### config.mk
export PLATFORM = sky130hd
export DESIGN_NAME = uart_rx_fifo
export DESIGN_NICKNAME = d
export VERILOG_FILES = /design/src/rtl/uart_rx_fifo.sv
export SDC_FILE = /design/constraint.sdc
export NUM_CORES = 1
export LEC_CHECK = 0
export CAP_MARGIN = 10
export CORE_MARGIN = 1.5
export CORE_UTILIZATION = 60
export DETAILED_ROUTE_END_ITERATION = 16
export GPL_ROUTABILITY_DRIVEN = 0
export PLACE_DENSITY_LB_ADDON = 0.12
export SYNTH_ARGS = -nofsm -noshare
export SYNTH_HDL_FRONTEND = slang
export SYNTH_SLANG_ARGS = --single-unit
### constraint.sdc
create_clock -name CLK -period 4 [get_ports CLK]
set_input_delay 0.6 -clock CLK [delete_from_list [all_inputs] [get_ports CLK]]
set_output_delay 0.6 -clock CLK [all_outputs]
set_load 0.03 [all_outputs]
### src/rtl/uart_rx_fifo.sv
// uart_rx_fifo: 8N1 serial receiver with a show-ahead byte FIFO and a ready/valid drain port.
// Optional build macro UART_RX_MAJORITY_EN: every bit decision uses a 2-of-3 majority of the
// synchronized line over the decision cycle and the two cycles before it.
module uart_rx_fifo #(
   parameter int CLKS_PER_BIT = 217,
   parameter int FIFO_DEPTH   = 16
) (
   input  logic                          CLK,
   input  logic                          SW1,
   input  logic                          RX,
   output logic [7:0]                    rx_data,
   output logic                          rx_valid,
   input  logic                          rx_ready,
   output logic                          frame_err,
   output logic                          overrun,
   output logic [$clog2(FIFO_DEPTH):0]   fifo_count
);

   localparam int AW = $clog2(FIFO_DEPTH);
   localparam int CW = $clog2(CLKS_PER_BIT);
   localparam logic [CW-1:0] TC    = CW'(CLKS_PER_BIT - 1);
   localparam logic [CW-1:0] MID   = CW'(CLKS_PER_BIT / 2 - 1);
   localparam logic [AW:0]   FULL  = (AW+1)'(FIFO_DEPTH);

   typedef enum logic [1:0] {IDLE = 2'd0, START = 2'd1, DATA = 2'd2, STOP = 2'd3} state_t;

   state_t            state_r, state_nx_s;
   logic              sync1_r, rx_s, rx_s_d;
   logic              sample_s, fall_s, tc_s, mid_s;
   logic              cnt_clr_s, idx_clr_s, data_shift_s, stop_eval_s;
   logic [CW-1:0]     bit_cnt_r;
   logic [2:0]        bit_idx_r;
   logic [7:0]        shreg_r;
   logic [7:0]        mem_r [FIFO_DEPTH];
   logic [AW-1:0]     wr_ptr_r, rd_ptr_r, rd_nx_s;
   logic [AW:0]       count_r, count_nx_s;
   logic [7:0]        rx_data_r, head_nx_s;
   logic              valid_r, frame_err_r, overrun_r;
   logic              pop_s, push_s, drop_s, ferr_s, full_s;

   // Two-flop synchronizer plus one delay stage for falling-edge detection
   always_ff @(posedge CLK or posedge SW1) begin
      if (SW1) begin
         sync1_r <= 1'b1;
         rx_s    <= 1'b1;
         rx_s_d  <= 1'b1;
      end else begin
         sync1_r <= RX;
         rx_s    <= sync1_r;
         rx_s_d  <= rx_s;
      end
   end

`ifdef UART_RX_MAJORITY_EN
   logic [1:0] hist_r;

   function automatic logic maj3(input logic a, input logic b, input logic c);
      return (a & b) | (a & c) | (b & c);
   endfunction

   // Two-deep history of the synchronized line feeding the majority vote
   always_ff @(posedge CLK or posedge SW1) begin
      if (SW1) hist_r <= 2'b11;
      else     hist_r <= {hist_r[0], rx_s};
   end

   assign sample_s = maj3(rx_s, hist_r[0], hist_r[1]);
`else
   assign sample_s = rx_s;
`endif

   assign fall_s = rx_s_d & ~rx_s;
   assign tc_s   = (bit_cnt_r == TC);
   assign mid_s  = (bit_cnt_r == MID);

   // FSM state register
   always_ff @(posedge CLK or posedge SW1) begin
      if (SW1) state_r <= IDLE;
      else     state_r <= state_nx_s;
   end

   // FSM next-state logic
   always_comb begin
      state_nx_s = state_r;
      case (state_r)
         IDLE:    state_nx_s = fall_s ? START : IDLE;
         START:   state_nx_s = mid_s ? (sample_s ? IDLE : DATA) : START;
         DATA:    state_nx_s = (tc_s && bit_idx_r == 3'd7) ? STOP : DATA;
         STOP:    state_nx_s = tc_s ? IDLE : STOP;
         default: state_nx_s = IDLE;
      endcase
   end

   // FSM control outputs for the bit timer, shifter and stop-bit evaluation
   always_comb begin
      cnt_clr_s    = 1'b0;
      idx_clr_s    = 1'b0;
      data_shift_s = 1'b0;
      stop_eval_s  = 1'b0;
      case (state_r)
         IDLE:    cnt_clr_s    = fall_s;
         START: begin
                  cnt_clr_s    = mid_s;
                  idx_clr_s    = mid_s;
         end
         DATA:    data_shift_s = tc_s;
         STOP:    stop_eval_s  = tc_s;
         default: cnt_clr_s    = 1'b1;
      endcase
   end

   // Bit timer, bit index and LSB-first shift register
   always_ff @(posedge CLK or posedge SW1) begin
      if (SW1) begin
         bit_cnt_r <= '0;
         bit_idx_r <= 3'd0;
         shreg_r   <= 8'h00;
      end else begin
         bit_cnt_r <= (cnt_clr_s || tc_s) ? '0 : bit_cnt_r + CW'(1);
         if (idx_clr_s) begin
            bit_idx_r <= 3'd0;
         end else if (data_shift_s) begin
            bit_idx_r <= bit_idx_r + 3'd1;
            shreg_r   <= {sample_s, shreg_r[7:1]};
         end
      end
   end

   assign pop_s  = valid_r & rx_ready;
   assign full_s = (count_r == FULL);
   assign push_s = stop_eval_s & sample_s & (~full_s | pop_s);
   assign drop_s = stop_eval_s & sample_s & full_s & ~pop_s;
   assign ferr_s = stop_eval_s & ~sample_s;
   assign rd_nx_s = rd_ptr_r + AW'(pop_s);

   // Next occupancy and next head byte; a push into the slot becoming the head bypasses memory
   always_comb begin
      count_nx_s = count_r;
      case ({push_s, pop_s})
         2'b10:   count_nx_s = count_r + (AW+1)'(1);
         2'b01:   count_nx_s = count_r - (AW+1)'(1);
         default: count_nx_s = count_r;
      endcase
      if (push_s && (wr_ptr_r == rd_nx_s)) head_nx_s = shreg_r;
      else                                 head_nx_s = mem_r[rd_nx_s];
   end

   // FIFO storage array
   always_ff @(posedge CLK) begin
      if (push_s) mem_r[wr_ptr_r] <= shreg_r;
   end

   // FIFO pointers, occupancy, registered head byte and status pulses
   always_ff @(posedge CLK or posedge SW1) begin
      if (SW1) begin
         wr_ptr_r    <= '0;
         rd_ptr_r    <= '0;
         count_r     <= '0;
         rx_data_r   <= 8'h00;
         valid_r     <= 1'b0;
         frame_err_r <= 1'b0;
         overrun_r   <= 1'b0;
      end else begin
         wr_ptr_r    <= wr_ptr_r + AW'(push_s);
         rd_ptr_r    <= rd_nx_s;
         count_r     <= count_nx_s;
         rx_data_r   <= head_nx_s;
         valid_r     <= (count_nx_s != '0);
         frame_err_r <= ferr_s;
         overrun_r   <= drop_s;
      end
   end

   assign rx_data    = rx_data_r;
   assign rx_valid   = valid_r;
   assign fifo_count = count_r;
   assign frame_err  = frame_err_r;
   assign overrun    = overrun_r;

endmodule
* Yosys cells after proc, flatten, opt, wreduce, memory -nomap -nowiden
Memory sizes are Yosys's and may differ from the RTL's. A register that Yosys moved wholly into a read port is not among the register bits.
Cells that the tools add are included.
** Word-level totals
- Output and inout port bits :: 16
- Word-level logic and storage cells :: 63
- Input port bits :: 4
- Bits in latches :: 0
- ROM bits :: 0
- Register bits after elaboration :: 40
- Memories kept :: 1
- Bits in writable memories :: 128
** Operators by class
- Divide/modulo/power cells :: 0
- $mul :: 0
- Shifts and indexed selects :: 0
- $add $sub $neg :: 6
- Reductions and logical operators :: 6
- Mux-type cells :: 16
- $lt $le $gt $ge :: 0
- Eq/ne operators :: 9
- Bitwise operators :: 12
** Memory list
- mem_r :: words 16, bits a word 8, read ports 1, clocked after memory_dff 1, write ports 1, RTL line 34 : logic [7:0] mem_r [FIFO_DEPTH];
** Operators with widths (number)
- 5-bit case mux with 2 select lines :: 1
- 4-bit by 1-bit adder with 4-bit output :: 2
- 8-bit by 1-bit adder with 8-bit output (second input constant) :: 1
- 8-bit by 7-bit == test with 1-bit output (second input constant) :: 1
- 8-bit == test (second input constant) :: 1
- 8-bit 2-to-1 mux :: 1
- 2-bit case mux with 4 select lines :: 1
- 1-bit bitwise AND :: 7
- 1-bit 2-to-1 mux :: 7
- 2-bit == test (second input constant) :: 3
- 2-bit 2-to-1 mux :: 3
- 3-bit 2-to-1 mux :: 2
- 5-bit by 1-bit adder with 5-bit output (second input constant) :: 1
- 5-bit == test (second input constant) :: 1
- 5-bit nonzero test :: 1
- 5-bit by 1-bit subtractor with 5-bit output (second input constant) :: 1
- 2-bit by 1-bit == test with 1-bit output (second input constant) :: 2
- 1-bit NOT :: 4
- 3-bit by 1-bit adder with 3-bit output (second input constant) :: 1
- 3-bit == test (second input constant) :: 1
- 2-bit logical NOT :: 1
- 1-bit case mux with 2 select lines :: 1
- 2-bit AND reduction :: 1
- 2-bit nonzero test :: 1
- 3 further kinds :: 3

* Logic depth before layout (Yosys ltp)
Gate-level depths: netlist of run 1.
- Word-level depth :: 7
- Mapped depth :: 10
- Mapped depth without buffers :: 10

* Least setup slack after synthesis of run 1
OpenSTA, ideal clock, no wires.
- Kind :: input port to flip-flop
- Start :: input rx_ready
- End :: register rx_data_r[0] (netlist: rx_data[0]), read port of mem_r
- Path slack :: 0.914 ns
- Arrival :: 2.961 ns
- Setup time :: 0.125 ns
- Stages :: 9
- Cell sequence :: nand2_1 > inv_1 > ha_1 > ha_1 > clkbuf_1 > clkbuf_1 > mux4_2 > mux4_2 > mux2_2
** On the way
- Cells in the longest elaborated chain, start to end :: 2
** RTL lines
- from (decl) :: RTL line 13 : input logic rx_ready,
- 1-bit bitwise AND :: RTL line 129 : assign pop_s = valid_r & rx_ready;
- 4-bit by 1-bit adder with 4-bit output :: RTL line 134 : assign rd_nx_s = rd_ptr_r + AW'(pop_s);
- named net rd_nx_s[1] :: RTL line 35 : logic [AW-1:0] wr_ptr_r, rd_ptr_r, rd_nx_s;
- to (decl) :: RTL line 37 : logic [7:0] rx_data_r, head_nx_s;
The timed path passes the listed nets, and every way through them passes these cells.
A chain may end at the register's enable or synchronous reset.

* Worst setup path after layout of run 1
- Start :: input rx_ready
- End :: register rx_data_r[1] (netlist: rx_data[1]), read port of mem_r
The elaborated chain is that of the path after synthesis.

==> impl.org, run 1 <==
** Setup path
- The worst setup path is launched from an input pin.
- In this run the worst path has a maximum fanout of 34.
- Worst EP arrival :: 3370 ps
- The worst setup path is captured at a register.
- Critical register-to-register path endpoint :: mem_r[11][5]
- The setup check on the worst reg-to-reg path leaves a slack of 1000 ps.
- The critical path contains buffers and inverters numbering 3 combined.
- Path length in cells of the critical path :: 8
- Most frequent cell on the critical path :: sky130_fd_sc_hd__mux4_2
- Broken down by cell family, the worst path's largest delay share belongs to multiplexers.
- Source of the worst register-to-register timing path :: bit_cnt_r[0]
- Startpoint-to-endpoint class of the critical path :: input pin to register
- On the critical path, the stage with the largest delay is an instance of sky130_fd_sc_hd__mux4_2.
- For this run, the slowest stage of the critical path takes 590 ps.
- Worst Reg2Reg Path Length in Cells :: 8
- Required @ worst endpoint :: 4310 ps
- Traced cell by cell, the critical path runs through clkdlybuf4s50_1, nand2_1, inv_1, ha_2, buf_12, mux4_2, mux4_2, mux2_2.

** Routing
- Total wirelength of the detailed-routed design :: 12,600 µm
- The detail route stage leaves a number of antenna-violating nets equal to 0.
- Number of vias after detailed routing :: 3,493
- Wirelength per Cell :: 21.8 µm
- In the routed layout, each cell is associated on average with a via count of 6.06.
- Residual DRC count :: 10
- For this block, the initial DRC count from the detailed router was 421.
- Drt first pass iters :: 11

** Job
- Number of max-capacitance violations reported :: 0

** Synth
- Synth async-reset ratio :: 0.273
- Synthesis-stage register bit count :: 176
- Cell types with the highest counts after synthesis :: 128 x sky130_fd_sc_hd__edfxtp_1, 45 x sky130_fd_sc_hd__dfrtp_1, 40 x sky130_fd_sc_hd__mux4_2
- In this run, distinct cell masters in the synthesized netlist total 44.
- Area fraction of the dominant cell type after synthesis :: 0.540
- Cell with the most instances after synthesis :: sky130_fd_sc_hd__edfxtp_1
- Count of synthesis-stage warnings from yosys :: 0
- In this run, synthesis inferred 128 flip-flops with an integrated enable.
- Dividing the synthesized area by the synthesized cell count gives 18.6 µm².
- Top area cells in the synthesized netlist :: sky130_fd_sc_hd__edfxtp_1 54%, sky130_fd_sc_hd__dfrtp_1 16%, sky130_fd_sc_hd__mux4_2 13%
- Gate Count Post-Synth :: 383
- In the synthesized netlist the dominant register cell turns out to be sky130_fd_sc_hd__edfxtp_1.
- Post-synthesis cell type with the largest combined area :: sky130_fd_sc_hd__edfxtp_1
- When the netlist entered floorplanning its net count stood at 396.
- Area of the mapped netlist :: 7120 µm²
- Sequential cell area fraction in the yosys report :: 0.710

** STA
- After routing, the total negative slack on setup checks comes to 0 ps.
- Setup repair after global routing missed its margin :: no
- Worst-case setup margin in the final layout :: 942 ps
- Final-layout worst hold slack :: 357 ps
- At the pin with the least slew margin, the transition time is 1000 ps.
- The number of hold violations in the final report came to 0.
- Dividing the final minimum period by the clock period gives 0.764.
- Setup violations remaining at the end of the flow were counted as 0.
- Relative slew slack :: 0.330
- The final number of max-transition violations is 0.
- For the final database, setup skew stands at 6.64 ps.
- Based on the critical path, the design can be clocked at up to 327 MHz.
- For the finished layout, the period the worst path requires is 3060 ps.

** Layout
- Fill cells :: 689
- Layout cell share with drive strength beyond 1 :: 0.277
- Measured on the finished design, the core utilization comes to 0.709.
- Area growth from synthesis to final layout :: 14.8%
- Number of diodes added for antenna fixing :: 0
- NumNets Final :: 433

** Floorplan
- Core area :: 11,500 µm²
- Chip Height :: 112 µm
- Initial cell density of the core :: 0.618
- The die covers 12,500 µm².
- The floorplan step set the die width to 112 µm.
- Total number of placement rows :: 39
- I/O pin count :: 20

** Hold path
- The worst hold path belongs to the class register to register.
- Beginning of the worst hold path :: sync1_r
- The worst hold path passes through 0 cells.
- The worst hold path terminates at rx_s.

** Clock tree
- In this run the deepest clock path goes through 2 buffers.
- Level count of the clock H-tree :: 4
- Reg clk slew, reported paths :: 60 ps
- Number of hold-repair buffers added at the cts stage :: 0
- Setup fix buffers added after clock tree synthesis :: 0
- The number of clock buffers added by TritonCTS is 17.
- TritonCTS clock tree :: built
- The clock drives 176 sinks.
- The root buffer cell chosen for the clock tree is sky130_fd_sc_hd__clkbuf_16.
- Worst skew pair latency :: 420 ps
- The number of gates resized after CTS was 0.

** Power
- Peak VDD IR :: 360 µV
- Power per Cell Area :: 615 nW/µm²
- The analysis attributes to cell leakage a power of 3.21 nW.

** GRT
- The number of global-route vias before repair is 3,530.
- The total overflow left after global routing is 0.
- Total Routing Usage GR :: 0.225
- Entering global routing, the biggest net connects 49 pins.
- The first global-routing pass estimated 20,300 µm of wire.
- The initial antenna violation count came to 0.

** Place
- Prior to clock tree synthesis, the placed netlist has a worst setup slack of 526 ps.
- Port-buffer cells :: 19
- Detailed-placement wirelength estimate :: 7920 µm

** Status
- Failing checks :: design-rule violations
- The run finished, with violations left.
worst max-delay path by stage:
stage / from / endpoint / slack, ps
finish: rx_ready / rx_data[1] / 940
global route: bit_cnt_r[0] / mem_r[11][1] / 730
CTS: rx_ready / rx_data[1] / 940
detailed placement: rx_ready / rx_data[0] / 530
global placement: rx_ready / rx_data[7] / 560
floorplan: rx_ready / rx_data[0] / 910
logic make-up after synthesis:
kind of cell | synth area share
adders and majority gates | 0.0158
and+or+nand+nor | 0.0638
buffers and inverters | 0.0164
xor gates and xnor gates | 0.0271
AOI/OAI and AO/OA | 0.0139
DFF | 0.710
muxes | 0.154
cells in the final DEF (no fill, tap or decap), drive strengths merged, types with 2 or more instances in the layout:
cell           synthesis  final
edfxtp               128    128
dfrtp                 45     45
mux4                  40     40
nor2                  24     24
clkdlybuf4s50          0     19
mux2                  17     17
clkbuf                 9     17
inv                   12     15
nand3                 14     14
buf                    6     14
nand2                 13     13
xnor2                 11     11
ha                     9      9
xor2                   8      8
clkinvlp               0      7
nor3                   7      7
o21ai                  5      5
nand2b                 4      4
bufinv                 0      4
nor4                   4      4
dfstp                  3      3
a31oi                  3      3
or2                    2      2
nand4                  2      2
nor4b                  2      2
and3                   2      2
nor3b                  2      2
worst register-to-register path, delay by kind of cell (launching register included):
family                   cells  cell delay, ps
AND/OR/NAND/NOR              5            1770
flip-flops                   1             410
adder cells (fa/ha/maj)      1             210
buffers and inverters        2             250
area by class of cell:
type                            count  area (µm²)  area share
Clock buffer                       17         425      0.0521
Clock inverter                     15         208      0.0254
Inverter                           12        45.0     0.00552
Multi-Input combinational cell    180        1950       0.239
Sequential cell                   176        5050       0.618
Tap cell                          143         179      0.0219
Timing Repair Buffer               33         308      0.0377
metrics by stage:
| step | cells | total power [mW] | instance area, µm² |
|---|---|---|---|
| after floorplan | 383 | 3.06 | 7120 |
| after global placement | 544 | 3.31 | 7530 |
| after detailed placement | 544 | 3.33 | 7530 |
| after CTS | 576 | 5.07 | 8170 |
| after global routing | 576 | 5.24 | 8170 |
| final | 576 | 5.02 | 8170 |
registers in the layout, summed over array words and instances (netlist names):
register,cells
frame_err,1
state_r,2
fifo_count,5
overrun,1
bit_cnt_r,8
bit_idx_r,3
rx_data,8
sync1_r,1
mem_r,128
rx_s,1
shreg_r,8
rd_ptr_r,4
wr_ptr_r,4
rx_valid,1
rx_s_d,1
report_power, final:
group | total, mW | switching [mW] | leakage (nW) | internal [mW]
combinational | 1.15 | 0.581 | 0.846 | 0.569
sequential | 2.13 | 0.107 | 2.07 | 2.02
clock | 1.74 | 0.689 | 0.285 | 1.05
total | 5.02 | 1.38 | 3.21 | 3.64
layer usage:
| layer | vias up | wire, µm | track usage |
|---|---|---|---|
| met5 | - | 0 | 0 |
| met4 | 0 | 201 | 0.0897 |
| met3 | 18 | 528 | 0.0414 |
| met2 | 84 | 6060 | 0.339 |
| met1 | 1825 | 5780 | 0.334 |
| li1 | 1566 | - | - |
Note: power is estimated with default switching activity, not from simulation.
==> run 2: changes to the inputs <==
==> constraint.sdc (replaced) <==
create_clock -name CLK -period 3.04 [get_ports CLK]
set_input_delay 0.456 -clock CLK [delete_from_list [all_inputs] [get_ports CLK]]
set_output_delay 0.456 -clock CLK [all_outputs]
set_load 0.03 [all_outputs]
==> impl.org, run 2 (synthesized netlist as in run 1, its figures left out) <==
** Clock tree
- Library cell used as clock root buffer :: sky130_fd_sc_hd__clkbuf_16
- The number of sinks driven by the clock tree came to 176 (unchanged).
- The clock transition at the register clock pins on the worst setup and hold paths after CTS is 60 ps (about the same).
- The number of cells upsized or downsized after cts is 0 (unchanged).
- The total of hold buffers inserted after clock tree synthesis came to 0 (unchanged).
- The clock latency of the later-clocked register in the worst-skew pair was 430 ps (about the same).
- The buffer depth of the longest clock path came to 2 (unchanged).
- TritonCTS built the clock tree.
- Level count of the clock H-tree :: 4 (unchanged)
- The buffers inserted during post-CTS setup optimization came to 0 (unchanged).
- Number of buffers inserted during clock tree synthesis :: 17 (unchanged)

** Place
- The minimum setup slack after placement is -4.22 ps (-530 ps).
- Detailed-placement wirelength estimate :: 8210 µm (+3.7%)
- The number of buffer cells added on primary ports was 19 (unchanged).
- The placement-stage cell area was 7670 µm² (+1.8%).

** Setup path
- Walking the worst path, the cells encountered are inv_1, ha_1, nand4bb_4, o31ai_4, xnor2_1, ha_1, or3_2, o22ai_1, xor2_1, or4_1.
- The most numerous cell type found on the critical path is sky130_fd_sc_hd__ha_1.
- Crit-path leading delay family :: simple AND/OR/NAND/NOR gates
- On the critical path, the stage with the largest delay is an instance of sky130_fd_sc_hd__or3_2.
- The critical path is of the register to register type.
- Number of buffer and inverter stages on the critical path :: 1 (-2)
- Critical register-to-register path endpoint :: rx_valid
- Category of the worst setup path capture point :: register
- The length in cells of the worst reg-to-reg path came to 10 (+2).
- Source of the worst register-to-register timing path :: bit_cnt_r[0]
- The required time reported for the critical path endpoint was 3340 ps (-970 ps).
- Critical Path Max Stage Delay :: 470 ps (-120 ps)
- Worst Setup Start Kind :: register
- Worst EP arrival :: 3090 ps (-280 ps)
- The internal reg-to-reg setup slack was 250 ps (-750 ps).
- Path length in cells of the critical path :: 10 (+2)
- The biggest fanout along the worst timing path came to 4 (-88%).

** STA
- The accumulated negative setup slack came to 0 ps (unchanged).
- Fmax :: 358 MHz
- Final worst path period share :: 0.918
- The final worst clock skew was 8.45 ps (+1.81 ps).
- The number of hold violations in the final report is 0 (unchanged).
- Measured slew at the worst slew-check pin :: 1080 ps (+80.1 ps)
- The total of endpoints with negative setup slack in the final report was 0 (unchanged).
- Relative slew slack :: 0.277 (-0.0535)
- Setup repair after global routing missed its margin :: no
- The final number of max-transition violations came to 0 (unchanged).
- The final-layout worst hold slack came to 359 ps (+2.11 ps).
- The final worst slack came to 248 ps (-694 ps).
- After layout, the minimum clock period comes to 2790 ps.

** Floorplan
- The width of the die is 112 µm (unchanged).
- The number of placed I/O pins was 20 (unchanged).
- The starting utilization of the core area was 0.618 (unchanged).
- Total number of placement rows :: 39 (unchanged)
- The area inside the core boundary came to 11,500 µm² (unchanged).
- The area of the die was 12,500 µm² (unchanged).
- Chip Height :: 112 µm (unchanged)

** Layout
- The antenna diode instance count came to 0 (unchanged).
- Number of flip-flops in the largest register :: 128 (unchanged)
- NumNets Final :: 446 (+3.0%)
- mem_r holds more flip-flops than any other register.
- The library cell used most frequently in the layout, excluding fill and tap cells, is sky130_fd_sc_hd__edfxtp_1.
- The share of the core filled with cells was 0.715 (+0.00630).
- Layout cell share with drive strength beyond 1 :: 0.291 (+0.0143)
- Fill cells :: 710 (+3.0%)
- Area taken by multi-input logic gates :: 1950 µm² (unchanged)
- Cell area after layout :: 8240 µm² (+0.89%)
- Combined flip-flop and latch cell area :: 5050 µm² (unchanged)
- Relative to the synthesized area, the layout overhead comes to 15.8%.
- In the layout the commonest cells are 128 x sky130_fd_sc_hd__edfxtp_1, 45 x sky130_fd_sc_hd__dfrtp_1, 40 x sky130_fd_sc_hd__mux4_2.

** Power
- The worst voltage drop across the vdd grid was 446 µV (+24%).
- The part of the power in the clock network came to 0.317 (-0.029).
- The share of power burned in combinational logic came to 0.258 (+0.029).
- The switching share of total power is 0.280 (+0.00558).
- Power per Cell Area :: 799 nW/µm² (+30%)
- The internal power consumption was 4.74 mW (+30%).
- The portion of total power attributed to sequential cells is 0.426 (+0.002).
- Sw Pwr :: 1.84 mW (+34%)
- Leakage power :: 3.27 nW (+1.9%)

** GRT
- GRT met3 Usage :: 0.0637 (+0.0223)
- The initial antenna violation count was 0 (unchanged).
- The combined global-route utilization of all metal layers is 0.233 (+0.00830).
- The wire length of the first global-routing pass came to 20,800 µm (+2.4%).
- GR Layer Usage met2 :: 0.350 (+0.0115)
- Pin count of the biggest net entering global routing :: 49 (unchanged)
- Met1 capacity usage during global routing :: 0.331 (-0.00263)
- The number of global-route vias before repair is 3,676 (+4.1%).
- GRT Max-Usage Layer :: met2
- The global route total overflow came to 0 (unchanged).

** Job
- The number of max-capacitance violations reported is 0 (unchanged).

** Status
- Run status :: finished, violations left
- The final reports fail on design-rule violations.

** Routing
- Wirelength per Cell :: 22.1 µm (+1.2%)
- First-iteration detailed-routing DRC count :: 304 (-28%)
- The number of detailed-routing iterations run before antenna repair came to 10 (-1).
- The total routed wirelength is 13,000 µm (+3.5%).
- The count of vias placed by the detailed router is 3,501 (+0.23%).
- The number of antenna-violating nets in the routed design is 0 (unchanged).
- Detail-routed via count per cell :: 5.94 (-2.0%)
- Residual DRC count :: 10 (unchanged)

** Hold path
- Hold Crit Depth :: 0 (unchanged)
- Worst hold-check path type :: register to register
- In this run the most critical hold path is launched from sync1_r.
- The path with the worst hold slack has its endpoint at rx_s.
==> run 2: changes by cell type in the layout (fill, tap and decap cells not counted) <==
cell                         before  now
sky130_fd_sc_hd__clkinv_2         0    2
sky130_fd_sc_hd__clkinv_1         0    2
sky130_fd_sc_hd__buf_4           13   23
sky130_fd_sc_hd__clkinvlp_4       7    5
sky130_fd_sc_hd__buf_12           1    4
sky130_fd_sc_hd__clkbuf_1         0    1
sky130_fd_sc_hd__inv_6            3    2
sky130_fd_sc_hd__bufinv_16        4    2
==> run 2: per-layer routing <==
layer	vias up	routed length (µm)	share of wire
li1	1595	-	-
met1	1782	5740	0.44
met2	105	6160	0.47
met3	19	874	0.067
met4	0	221	0.017
met5	-	0	0
==> run 2: cell type report <==
class,instances,share of cell area
clock buffers,18,0.0521
clock inverters,14,0.0172
inverters,12,0.00547
multi-input cells,180,0.237
flip-flops and latches,176,0.613
well taps,143,0.0217
repair buffers,46,0.0538
==> run 2: per-stage QoR <==
step	total power [mW]	std cells
finish	6.58	589
global placement	4.53	557
global route	6.86	589
floorplan	4.02	383
CTS	6.65	589
detailed placement	4.56	557
==> run 2: worst max path at each step <==
stage | slack (ps) | to | startpoint
6_report | 250 | rx_valid | bit_cnt_r[0]
5_1_grt | 80 | rx_valid | bit_cnt_r[0]
4_1_cts | 220 | rx_valid | bit_cnt_r[0]
3_5_place_dp | -4 | rx_data[4] | rx_ready
3_3_place_gp | 3 | rx_data[1] | rx_ready
2_1_floorplan | 10 | rx_data[0] | rx_valid
==> run 2: power groups by stage <==
stage                     Sequential [mW]  Combinational (mW)  Clock [mW]
after detailed placement             2.85                1.71           0
after CTS                            2.80                1.73        2.12
final                                2.80                1.69        2.08
after floorplan                      2.90                1.13           0
after global placement               2.84                1.68           0
after global routing                 2.82                1.83        2.21
